--- src/rtl/serial_frame_tx.sv ---
// serial_frame_tx: accepts a word over valid/ready and sends start, the low tx_len
// bits MSB-first, then finish. It also reports whether the sent value is divisible by 3.
`default_nettype none

module serial_frame_tx #(
  parameter int WIDTH = 8,
  parameter int GAP   = 1
) (
  input  logic                         clk,
  input  logic                         rst_n,
  input  logic [WIDTH-1:0]             tx_data,
  input  logic [$clog2(WIDTH+1)-1:0]   tx_len,
  input  logic                         tx_valid,
  output logic                         tx_ready,
  output logic                         ser_out,
  output logic                         start,
  output logic                         finish,
  output logic                         busy,
  output logic                         exp_valid,
  output logic                         exp_div3
);

  localparam int LW = $clog2(WIDTH + 1);
  localparam int GW = (GAP > 0) ? $clog2(GAP + 1) : 1;
  localparam logic [GW-1:0] GAP_LAST = GW'((GAP > 0) ? GAP - 1 : 0);

  localparam logic [2:0] S_IDLE   = 3'd0;
  localparam logic [2:0] S_START  = 3'd1;
  localparam logic [2:0] S_DATA   = 3'd2;
  localparam logic [2:0] S_FINISH = 3'd3;
  localparam logic [2:0] S_GAP    = 3'd4;

  logic [2:0]       state_q, state_d;
  logic [WIDTH-1:0] shift_q, shift_d;
  logic [LW-1:0]    cnt_q, cnt_d;
  logic [1:0]       rem_q, rem_d;
  logic [GW-1:0]    gap_q, gap_d;
  logic             start_q, start_d;
  logic             finish_q, finish_d;
  logic             ser_q, ser_d;
  logic             expv_q, expv_d;
  logic             expd_q, expd_d;

  logic [LW-1:0]    len_c;
  logic [LW-1:0]    align_sh;
  logic [1:0]       rem_step;

  assign len_c    = (tx_len > LW'(WIDTH)) ? LW'(WIDTH) : tx_len;
  // Left-align the payload so the first bit to send always sits in the MSB.
  assign align_sh = LW'(WIDTH) - len_c;

  always_comb begin
    rem_step = 2'd0;
    case ({rem_q, ser_q})
      3'b000:  rem_step = 2'd0;
      3'b001:  rem_step = 2'd1;
      3'b010:  rem_step = 2'd2;
      3'b011:  rem_step = 2'd0;
      3'b100:  rem_step = 2'd1;
      3'b101:  rem_step = 2'd2;
      default: rem_step = 2'd0;
    endcase
  end

  always_comb begin
    state_d  = state_q;
    shift_d  = shift_q;
    cnt_d    = cnt_q;
    rem_d    = rem_q;
    gap_d    = gap_q;
    start_d  = 1'b0;
    finish_d = 1'b0;
    ser_d    = 1'b0;
    expv_d   = 1'b0;
    expd_d   = expd_q;

    case (state_q)
      S_IDLE: begin
        if (tx_valid) begin
          shift_d = tx_data << align_sh;
          cnt_d   = len_c;
          start_d = 1'b1;
          state_d = S_START;
        end
      end
      S_START, S_DATA: begin
        rem_d = (state_q == S_START) ? 2'd0 : rem_step;
        if (cnt_q != '0) begin
          ser_d   = shift_q[WIDTH-1];
          shift_d = shift_q << 1;
          cnt_d   = cnt_q - LW'(1);
          state_d = S_DATA;
        end else begin
          finish_d = 1'b1;
          state_d  = S_FINISH;
        end
      end
      S_FINISH: begin
        expv_d = 1'b1;
        expd_d = (rem_q == 2'd0);
        if (GAP > 0) begin
          gap_d   = GAP_LAST;
          state_d = S_GAP;
        end else begin
          state_d = S_IDLE;
        end
      end
      S_GAP: begin
        if (gap_q == '0) state_d = S_IDLE;
        else             gap_d   = gap_q - GW'(1);
      end
      default: state_d = S_IDLE;
    endcase
  end

  always_ff @(posedge clk or negedge rst_n) begin
    if (!rst_n) begin
      state_q  <= S_IDLE;
      shift_q  <= '0;
      cnt_q    <= '0;
      rem_q    <= 2'd0;
      gap_q    <= '0;
      start_q  <= 1'b0;
      finish_q <= 1'b0;
      ser_q    <= 1'b0;
      expv_q   <= 1'b0;
      expd_q   <= 1'b0;
    end else begin
      state_q  <= state_d;
      shift_q  <= shift_d;
      cnt_q    <= cnt_d;
      rem_q    <= rem_d;
      gap_q    <= gap_d;
      start_q  <= start_d;
      finish_q <= finish_d;
      ser_q    <= ser_d;
      expv_q   <= expv_d;
      expd_q   <= expd_d;
    end
  end

  assign tx_ready  = (state_q == S_IDLE);
  assign busy      = (state_q != S_IDLE);
  assign start     = start_q;
  assign finish    = finish_q;
  assign ser_out   = ser_q;
  assign exp_valid = expv_q;
  assign exp_div3  = expd_q;

endmodule

`default_nettype wire

--- config.mk ---
export PLATFORM = sky130hd
export DESIGN_NAME = serial_frame_tx
export DESIGN_NICKNAME = d
export VERILOG_FILES = /design/src/rtl/serial_frame_tx.sv
export SDC_FILE = /design/constraint.sdc
export NUM_CORES = 1
export LEC_CHECK = 0
export CORE_UTILIZATION = 45
export CTS_BUF_LIST = sky130_fd_sc_hd__clkbuf_2 sky130_fd_sc_hd__clkbuf_4 sky130_fd_sc_hd__clkbuf_8
export CTS_CLUSTER_SIZE = 12
export DETAILED_ROUTE_END_ITERATION = 12
export GPL_ROUTABILITY_DRIVEN = 0
export GPL_TIMING_DRIVEN = 0
export PLACE_DENSITY = 0.69
export SETUP_SLACK_MARGIN = 0.02
export SLEW_MARGIN = 40
export SYNTH_ARGS = -nofsm -noshare
export SYNTH_HDL_FRONTEND = slang
export SYNTH_SLANG_ARGS = --single-unit
--- constraint.sdc ---
create_clock -name clk -period 5 [get_ports clk]
set_clock_uncertainty 0.15 [all_clocks]
set_input_delay 1 -clock clk [delete_from_list [all_inputs] [get_ports clk]]
set_output_delay 1 -clock clk [all_outputs]
set_load 0.02 [all_outputs]
==> impl_metrics.py <==
metrics = {
    "grt": {
        "overflow": 0,
        "met3_usage_pct": 3.00,
        "grt_max_degree": 23,
        "grt_usage_pct": 18.7,
        "met2_usage_pct": 31.3,
        "grt_pass1_vias": 1114,
        "antenna_found_initial": 0,
        "met1_usage_pct": 24.1,
        "grt_pass1_wl_um": 4770,
        "busiest_layer": "met2",
    },
    "drt": {
        "ant_nets": 0,
        "routed_wire_length_per_instance_um": 13.5,
        "via_per_inst": 5.61,
        "route.detailed.drc": 2,
        "dr.pass1.iters": 8,
        "first_iter_violations": 43,
        "vias": 1134,
        "routed_wl_um": 2730,
    },
    "sta": {
        "rsz0062_at_grt": "no",
        "slew_headroom_pct": 67.3,
        "setup_tns_ns": 0,
        "whs_ns": 0.358,
        "finalHoldViolCount": 0,
        "slew_viol_final": 0,
        "period_minus_slack_ns": 3.23,
        "setup_viol": 0,
        "max_freq_mhz": 310,
        "period_share_pct": 64.6,
        "worst_pin_slew_ns": 0.491,
    },
    "final_layout": {
        "final_area_mm2": 0.00165,
        "syn_to_final_growth_pct": 21.9,
        "layout.nets": 189,
        "n_fill_cell": 260,
        "fin_util_pct": 58.8,
        "drive_gt1_share_pct": 14.0,
        "final-seq-area_um2": 551,
        "antenna_cells": 0,
        "multi_input_area_um2": 713,
    },
    "clock_tree": {
        "cts_tree": "yes",
        "htreeDepth": 1,
        "cts-root-buf": "clkbuf_4",
        "holdBufCountCts": 0,
        "clockBufferDepth": 2,
        "clkTransAtPathRegs_ns": 0.14,
        "cts_resized": 0,
        "clock_sinks": 22,
        "cts_buffers": 3,
        "postCtsSetupBuffers": 0,
        "clkLatencyLatePin_ns": 0.32,
    },
    "setup_path": {
        "arrival_ns": 3.29,
        "reg2reg_slack_ns": 3.21,
        "slowest_delay_ns": 0.52,
        "cp-startpoint": "tx_len[3]",
        "crit_end": "shift_q[6]",
        "path_delay_family": "buffers and inverters",
        "cp.required_ns": 5.06,
        "path_buf_inv": 4,
        "worst-path-stages": 9,
        "crit_chain": "clkdlybuf4s50_1 -> nand2b_1 -> buf_4 -> ha_1 -> buf_4 -> inv_2 -> mux4_2 -> a221oi_2 -> nor2_1",
        "reg2reg_to": "shift_q[1]",
        "crit_type": "in -> reg",
        "reg2reg_from": "state_q[0]",
        "cpMostUsedCell": "buf_4",
        "crit_path_start_kind": "input port",
        "crit_fanout": 10,
        "endpoint_kind": "flop",
        "cpMaxStageDelayCell": "mux4_2",
        "reg2reg_depth": 7,
    },
    "synth": {
        "synth_area_per_cell_um2": 9.26,
        "ys_ff_latch": 22,
        "yosys-top-cells-count": "22 x dfrtp_1, 22 x nor2_1, 13 x a21oi_1",
        "mappedNetlistNets": 163,
        "synth_edf_count": 0,
        "synthesis.area_mm2": 0.00135,
        "seq_area_frac_synth_pct": 40.7,
        "ys_top_cells_by_area": "dfrtp_1 41%, mux2i_1 6.7%, nor2_1 6.1%, a21oi_1 4.8%, o21ai_0 3.3%",
        "netlist.area_leader.share_pct": 40.7,
        "yosysTopAreaCell": "dfrtp_1",
        "async_reset_ff_share_pct": 100,
        "ys.flop_type": "dfrtp_1",
        "synth_cells": 146,
        "synth.distinct_cells": 41,
        "yosysWarnings": 0,
    },
    "pwr": {
        "pwr-share-comb_pct": 57.5,
        "leakage_nw": 0.714,
        "p_sw_share_pct": 42.9,
        "p_int_uw": 608,
        "vdd_drop_max_v": 0.000315,
        "power.density_mw_per_mm2": 646,
        "p_seq_share_pct": 29.5,
        "p_clk_share_pct": 13.0,
        "p_sw_uw": 457,
    },
    "place": {
        "place_hpwl_um": 2090,
        "port_buffers": 21,
        "postPlaceCellArea_mm2": 0.00160,
    },
    "floorplan": {
        "die_w_um": 56.8,
        "core_area_mm2": 0.00281,
        "dieArea_mm2": 0.00323,
        "die_y_um": 56.8,
        "rows": 19,
        "start_util_pct": 48.2,
        "io_pins": 22,
    },
    "run_status": {
        "status": "finished with violations",
        "violations": "design-rule violations",
    },
    "run": {
        "maxCapViolations": 0,
    },
    "min_path": {
        "hold_path.class": "reg -> reg",
    },
}
-- area by class of cell --
class	count	share of cell area, %
multi-input combinational	107	43.2
timing repair buffer	21	12.4
buffer	8	3.34
inverter	9	2.05
sequential	22	33.4
tap	31	2.35
clock buffer	3	1.37
clock inverter	1	1.82
-- per-stage QoR --
stage                     worst slack, ns  cells  total power, mW
after CTS                            1.77    202             1.07
after floorplan                      2.07    146            0.767
after global placement               1.45    198            0.911
final                                1.77    202             1.07
after global routing                 1.70    202             1.16
after detailed placement             1.44    198            0.929
-- power by group through the flow --
stage	logic [mW]	clock network, mW	registers (mW)
2_1_floorplan	0.446	0	0.321
3_3_place_gp	0.597	0	0.314
3_5_place_dp	0.611	0	0.317
4_1_cts	0.613	0.140	0.314
5_1_grt	0.685	0.147	0.326
6_report	0.613	0.138	0.314
-- placed cells by master (no fill, tap or decap), drive strengths merged, types with 2 or more instances in the layout --
cell type	netlist	routed
a21oi	13	13
and3	2	2
dfrtp	22	22
and2	3	3
nor2	23	23
ha	2	2
nand2b	3	3
inv	8	8
nor3	5	5
mux4	2	2
clkbuf	1	4
mux2i	9	9
nand2	6	6
buf	7	8
mux2	2	2
o21ai	14	14
clkdlybuf4s50	0	20
a31oi	2	2
a221oi	4	4
o211ai	3	3
xnor2	3	3
-- layer usage --
metal,part of all wire [%],vias up
met3,3.9,7
met4,2.1,0
met1,48,526
met5,0,-
met2,46,33
li1,-,568
-- worst min-delay path by stage --
| stage | cells past startpoint | to | from |
|---|---|---|---|
| 6_report | 1 | ser_out | shift_q[7] |
| 5_1_grt | 1 | ser_out | shift_q[7] |
| 4_1_cts | 2 | shift_q[0] | shift_q[0] |
| 3_5_place_dp | 2 | shift_q[0] | shift_q[0] |
| 3_3_place_gp | 2 | shift_q[0] | shift_q[0] |
| 2_1_floorplan | 2 | shift_q[0] | shift_q[0] |
-- registers in the layout, summed over array words and instances, names as in the netlist --
register   cells
start          1
ser_out        1
rem_q          2
exp_div3       1
cnt_q          4
state_q        3
finish         1
exp_valid      1
shift_q        8
-- cells by family (layout without fill, tap and decap cells) --
logic type | Yosys count | in the layout | synth area share [%]
flip-flops | 22 | 22 | 40.7
AO/OA/AOI/OAI | 41 | 41 | 19.4
buffers and inverters | 17 | 42 | 6.57
AND/OR/NAND/NOR | 47 | 47 | 16.7
XOR/XNOR | 4 | 4 | 3.15
adder cells (fa/ha/maj) | 2 | 2 | 1.85
multiplexers | 13 | 13 | 11.7
(Power assumes the default switching activity.)
